--- src/rtl/mux8_rr_arbiter.sv ---
// +----------------------------------------------------------------------------+
// | Module      : mux8_rr_arbiter                                              |
// | Description : Round-robin arbiter driving the select and one-hot grant of  |
// |               an 8:1 mux. Optional hold-time limit enabled by the macro    |
// |               ARB_TIMEOUT_EN (HOLD_MAX cycles).                            |
// | Revision    : 1.0 - initial release                                        |
// +----------------------------------------------------------------------------+
`default_nettype none

module mux8_rr_arbiter #(
  parameter int HOLD_MAX = 16
) (
  input  logic       clk,
  input  logic       rst_n,
  input  logic [7:0] req,
  input  logic       done,
  output logic [2:0] sel,
  output logic [7:0] gnt,
  output logic       valid,
  output logic       timeout
);

  typedef enum logic [0:0] {
    ST_IDLE  = 1'b0,
    ST_GRANT = 1'b1
  } state_t;

  state_t     r_state;
  state_t     w_state_nxt;
  logic [2:0] r_sel;
  logic [2:0] w_sel_nxt;
  logic [7:0] r_gnt;
  logic [7:0] w_gnt_nxt;
  logic       r_valid;
  logic       w_valid_nxt;
  logic       r_timeout;
  logic       w_timeout_nxt;
  logic [2:0] r_ptr;
  logic [2:0] w_ptr_nxt;

  logic       w_found;
  logic [2:0] w_pick;
  logic       w_release;
  logic       w_limit;

  // Walk offsets from high to low so the smallest offset from ptr wins.
  always_comb begin
    w_found = 1'b0;
    w_pick  = 3'd0;
    for (int i = 7; i >= 0; i--) begin
      if (req[r_ptr + 3'(i)]) begin
        w_found = 1'b1;
        w_pick  = r_ptr + 3'(i);
      end
    end
  end

  assign w_release = done | ~req[r_sel];

`ifdef ARB_TIMEOUT_EN
  localparam int              CNT_W    = (HOLD_MAX > 2) ? $clog2(HOLD_MAX) : 1;
  localparam logic [CNT_W-1:0] CNT_LAST = CNT_W'(HOLD_MAX - 1);

  logic [CNT_W-1:0] r_hold_cnt;
  logic [CNT_W-1:0] w_hold_cnt_nxt;

  // Counts cycles spent in GRANT; zero on the first grant cycle.
  assign w_hold_cnt_nxt = (r_state == ST_GRANT) ? r_hold_cnt + CNT_W'(1) : '0;
  assign w_limit        = (r_state == ST_GRANT) && (r_hold_cnt == CNT_LAST);

  always_ff @(posedge clk or negedge rst_n) begin
    if (!rst_n) begin
      r_hold_cnt <= '0;
    end else begin
      r_hold_cnt <= w_hold_cnt_nxt;
    end
  end
`else
  logic [31:0] unused_hold_max;
  assign unused_hold_max = 32'(HOLD_MAX);
  assign w_limit         = 1'b0;
`endif

  always_comb begin
    w_state_nxt   = r_state;
    w_sel_nxt     = r_sel;
    w_gnt_nxt     = r_gnt;
    w_valid_nxt   = r_valid;
    w_timeout_nxt = 1'b0;
    w_ptr_nxt     = r_ptr;
    case (r_state)
      ST_IDLE: begin
        w_gnt_nxt   = 8'd0;
        w_valid_nxt = 1'b0;
        if (w_found) begin
          w_state_nxt = ST_GRANT;
          w_sel_nxt   = w_pick;
          w_gnt_nxt   = 8'd1 << w_pick;
          w_valid_nxt = 1'b1;
          w_ptr_nxt   = w_pick + 3'd1;
        end
      end
      ST_GRANT: begin
        // A normal release takes precedence over the hold limit.
        if (w_release || w_limit) begin
          w_state_nxt   = ST_IDLE;
          w_gnt_nxt     = 8'd0;
          w_valid_nxt   = 1'b0;
          w_timeout_nxt = w_limit & ~w_release;
        end
      end
      default: begin
        w_state_nxt = ST_IDLE;
        w_gnt_nxt   = 8'd0;
        w_valid_nxt = 1'b0;
      end
    endcase
  end

  always_ff @(posedge clk or negedge rst_n) begin
    if (!rst_n) begin
      r_state   <= ST_IDLE;
      r_sel     <= 3'd0;
      r_gnt     <= 8'd0;
      r_valid   <= 1'b0;
      r_timeout <= 1'b0;
      r_ptr     <= 3'd0;
    end else begin
      r_state   <= w_state_nxt;
      r_sel     <= w_sel_nxt;
      r_gnt     <= w_gnt_nxt;
      r_valid   <= w_valid_nxt;
      r_timeout <= w_timeout_nxt;
      r_ptr     <= w_ptr_nxt;
    end
  end

  assign sel     = r_sel;
  assign gnt     = r_gnt;
  assign valid   = r_valid;
  assign timeout = r_timeout;

endmodule

`default_nettype wire
--- config.mk ---
export PLATFORM = sky130hd
export DESIGN_NAME = mux8_rr_arbiter
export DESIGN_NICKNAME = d
export VERILOG_FILES = /design/src/rtl/mux8_rr_arbiter.sv
export SDC_FILE = /design/constraint.sdc
export NUM_CORES = 1
export LEC_CHECK = 0
export BUFFER_PORTS_ARGS = -buffer_cell sky130_fd_sc_hd__buf_2
export CAP_MARGIN = 20
export CELL_PAD_IN_SITES_DETAIL_PLACEMENT = 1
export CELL_PAD_IN_SITES_GLOBAL_PLACEMENT = 1
export CORE_UTILIZATION = 41
export DETAILED_ROUTE_END_ITERATION = 8
export PLACE_DENSITY_LB_ADDON = 0.05
export SETUP_SLACK_MARGIN = 0.1
export SYNTH_ARGS = -nofsm -noshare
export SYNTH_HDL_FRONTEND = slang
export SYNTH_SLANG_ARGS = --single-unit
--- constraint.sdc ---
create_clock -name clk -period 3.5 [get_ports clk]
set_clock_uncertainty 0.1 [all_clocks]
set_input_delay 0.35 -clock clk [delete_from_list [all_inputs] [get_ports clk]]
set_output_delay 0.35 -clock clk [all_outputs]
set_load 0.01 [all_outputs]
After elaboration in Yosys (flattened, before gate mapping). Index checks and enable logic that the tools add are counted.

Add/sub/neg operators: 8. Order comparisons: 9. Equal/unequal tests: 1. Shift-type cells: 1. Muxes and demuxes: 42. Bitwise logic cells: 3. Reduce and logical (&&, ||, !) cells: 1.

Operator list (number): $lt A3 B4 Y1 const B (9); $bmux W1 S3 (9); $mux W3 (8); $mux W1 (20); $mux W8 (2); $pmux W8 S2 (1); $add A3 B3 Y3 const B (4); $shl A1 B3 Y8 const A (1); $add A3 B1 Y3 const B (2); $add A3 B2 Y3 const B (2); $pmux W1 S2 (2); $ne A2 B1 Y1 const B (1); $not A1 Y1 (2); $reduce_and A2 Y1 (1); $or A1 B1 Y1 (1).

Register bits after elaboration: 16. Input port bits: 11. Output and inout port bits: 13. Word-level logic and storage cells: 70.

Logic depth before layout (Yosys ltp).
Depth in word-level cells: 14. Depth in mapped cells: 13. Gate-level depth less buffers: 11.

Worst setup path before layout. No wires, ideal clock.

Path kind: register -> register. Start point: register r_ptr[0]. End point: register r_ptr[2]. Library setup time: 0.125 ns. Data arrival time: 3.320 ns. Required time: 3.275 ns. Slack: -0.045 ns. Stages on the path, launching flop included: 14. Path buffers: 2. Period minus slack after synthesis: 3.545 ns. Cells stage by stage: dfrtp_1 buf_6 buf_2 inv_1 ha_1 mux4_2 mux2_4 nand3_1 a31oi_1 o41ai_1 nand2_1 ha_1 ha_1 mux2_2.

Cells in the longest elaborated chain, start to end: 12. Elaborated cells on any way between the ends: 41. Classes of those cells: 8 x add/sub; 32 x mux; 1 x reduce/logical.

Ends and longest elaborated chain: from (decl) (line 38) `logic [2:0] r_ptr;`; from (signal assigned) (line 134) `r_ptr <= w_ptr_nxt;`; $add A3 B3 Y3 (line 51, 53); $bmux W1 S3 (line 51) `if (req[r_ptr + 3'(i)]) begin`; $mux W1 (implied by the code) (line 51); $mux W3 (7 in series) (line 51); $mux W3 (*) (line 51); via w_pick[1] (line 42) `logic [2:0] w_pick;`; $add A3 B1 Y3 (*) (line 100) `w_ptr_nxt = w_pick + 3'd1;`.

Mark *: on every way through the listed nets, which the timed path passes. The rest lies on a longest branch. The select of a mux whose other input is x is not followed. A chain may end at the register's enable or synchronous reset.

Worst setup path in the final report. Same ends and word-level chain as after synthesis.

==> run summary <==
Worst Path Max Fanout - 17
Final HPWL DP - 3.399 mm
Critical Path AT - 3.32 ns
reg2reg setup slack - 0.21 ns
area delta synth->final - 23.53%
status - complete, no violations
Worst Path Buf+Inv - 1
initial antenna violation count - 0
Crit Reg-Reg Endpoint - r_ptr[2]
vias in the first global route - 1,450
largest family of logic cells by synthesized area - multiplexers
worst r2r path cells - 10
Die H - 65.21 um
Hold EP - gnt[0]
RSZ-0062 raised after global routing - no
gr usage total - 0.2343
Wirelength per Cell - 20.29 um
number of flops mapped to enable cells by yosys - 0
Hold Fails Final Rpt - 0
reg-to-reg startpoint - r_ptr[0]
die area - 4252 um2
Max Fclk - 304.2 MHz
Placer Congestion - 0.8282
Routed Wire Length - 4.686 mm
Clock Latency Late Sink - 0.25 ns
number of max-cap violations - 0
drt initial violations - 72
core box area - 3744 um2
crit-path max cell delay - 0.57 ns
post-synth top area share - 0.2445
drt first pass iters - 4
sequential share of the synthesized area - 0.2445
adder-cell share of the synthesized area - 0.05348
crit path cell chain - buf_12 -> mux4_1 -> mux2i_2 -> nand3_1 -> a2111oi_4 -> o41ai_4 -> nand2_1 -> ha_2 -> ha_1 -> mux2_2
Post-Synth Simple-Gate Area - 0.1176
CTS tree - done
Initial Util - 0.4375
TritonCTS Buffers - 3
Syn Area/Cell - 10.92 um2
mux share of post-synthesis cell area - 0.3407
clock buffer depth - 2
crit start category - flip-flop
Worst slew margin - 0.4596
Setup crit end kind - flip-flop
fin crit share - 0.9393
crit-path leading delay family - multiplexers
Nets - 202
min cycle time layout - 3.288 ns
Synth area leaders - dfrtp_1 (24%), mux4_2 (18%), mux4_1 (6.4%), ha_1 (5.3%), mux2i_1 (3.7%)
Setup CP Type - flip-flop to flip-flop
Hold Path Stages - 2
clk sinks - 16
clk slew on worst S/H paths - 0.06 ns
row count - 22
Cells after Synth - 150
most common cell after layout, fill and taps aside - buf_2
worst min path class - flip-flop to flip-flop
synthesized cell area - 1638 um2
Synth Register Bits - 16
layout cells sized above 1 - 0.4317
largest net degree at the start of global routing - 18
first-pass GRT wire length - 7.465 mm
number of fill cells in the layout - 427
synthesis warning total - 0
post-synth net total - 168
Async SR Flop Fraction - 1.000
Port Buffers - 22
Max stage delay cell, worst path - mux4_1
Top Ports - 24
mean number of vias per cell - 6.177
n_diodes - 0
Synth Area in Compound Gates - 0.1749
die width - 65.21 um
Synth cell types - 46
htree depth - 1
Post-synth top flop - dfrtp_1
biggest area consumer among synthesized cells - dfrtp_1
Antenna Violating Nets Remaining - 0
hold wc startpoint - gnt[0]
highest-count cells in the layout ignoring fill and taps - buf_2 (22), dfrtp_1 (15), mux4_2 (14)
setup violators final - 0
DRC Markers - 0
clock root cell - clkbuf_8
Post-Synth XOR/XNOR Area - 0.01604
slew of the pin with the lowest slew margin - 0.8081 ns
DR vias - 1,427
Overflow after GRT - 0
Fin Setup TNS - 0 ns
CP Data Required Time - 3.54 ns
Slew Limit Fails - 0
-- how the worst max path moves through the flow --
stage / from / end / slack, ns / cells after the start
2_1_floorplan: r_ptr[0] / r_ptr[2] / 0.16 / 13
3_3_place_gp: r_ptr[0] / r_ptr[2] / 0.19 / 11
3_5_place_dp: r_ptr[0] / r_ptr[2] / 0.03 / 11
4_1_cts: r_ptr[0] / r_ptr[2] / 0.12 / 10
5_1_grt: r_ptr[0] / r_ptr[2] / 0.06 / 10
6_report: r_ptr[0] / r_ptr[2] / 0.21 / 10
-- metal layers --
layer  share of wire  GRT usage  up-vias
met2            0.48     0.3647       39
li1                -          -      647
met3           0.036    0.04340        8
met1            0.46     0.3378      733
met4           0.019    0.05163        0
met5               0          0        -
-- Yosys cell counts, types with 2 or more instances --
master	number
and2_1	2
xor2_1	2
inv_1	6
a21oi_1	6
mux4_1	4
mux2i_1	6
nor2_1	9
nand2b_1	5
buf_2	3
ha_1	7
a2111oi_0	2
o2111ai_2	2
mux2_4	2
a21o_1	3
a31oi_1	5
nand2_1	12
buf_4	2
mux4_2	13
o21ai_1	2
buf_6	2
or2_2	2
dfrtp_1	16
o21ai_0	8
nand3_1	3
a32o_1	2
a22oi_1	2
mux2_2	3
-- repair_timing --
action | in CTS | in global routing
hold buffers | 1 | 0
setup endpoints to repair | 1 | 2
pin swaps | 1 | 3
buffers inserted | 0 | 6
resized for setup | 2 | 13
hold endpoints to repair | 16 | 0
-- worst register-to-register path, stage by stage (launching register included) --
cell	delay (ns)
dfrtp_1	0.42
buf_12	0.19
mux4_1	0.58
mux2i_2	0.24
nand3_1	0.20
a2111oi_4	0.48
o41ai_4	0.16
nand2_1	0.14
ha_2	0.19
ha_1	0.22
mux2_2	0.26
-- area by class of cell --
type                    instances  area, um2  area share
repair buffers                 37      237.7      0.1175
inverters                       7      26.28     0.01299
multi-input cells             119       1242      0.6141
flip-flops and latches         16      401.6      0.1985
clock buffers                   4      55.05     0.02721
well taps                      48      60.06     0.02968
-- sequential cells by signal (all words and copies together) (netlist names) --
signal,count
valid,1
r_state,1
gnt,8
r_ptr,3
sel,3
-- metrics by stage --
step           instances  setup WS, ns  instance area, um2  hold slack [ns]    util
2_1_floorplan        150        0.1609                1660         -0.04559       -
3_3_place_gp         220        0.1937                1844           0.1819  0.4926
3_5_place_dp         220       0.03449                1844           0.1818  0.4926
4_1_cts              225        0.1213                1918           0.3815  0.5124
5_1_grt              231       0.05607                2023           0.3878  0.5404
6_report             231        0.2123                2023           0.3743  0.5404
-- kinds of logic after synthesis --
family | Yosys count
AOI/OAI and AO/OA | 40
and+or+nand+nor | 38
muxes | 30
DFF | 16
buffers and inverters | 15
adders and majority gates | 7
xor gates and xnor gates | 3
other | 1
Power is not shown: default switching activity piles up to over one toggle a cycle in this logic, so the estimate is an artifact.
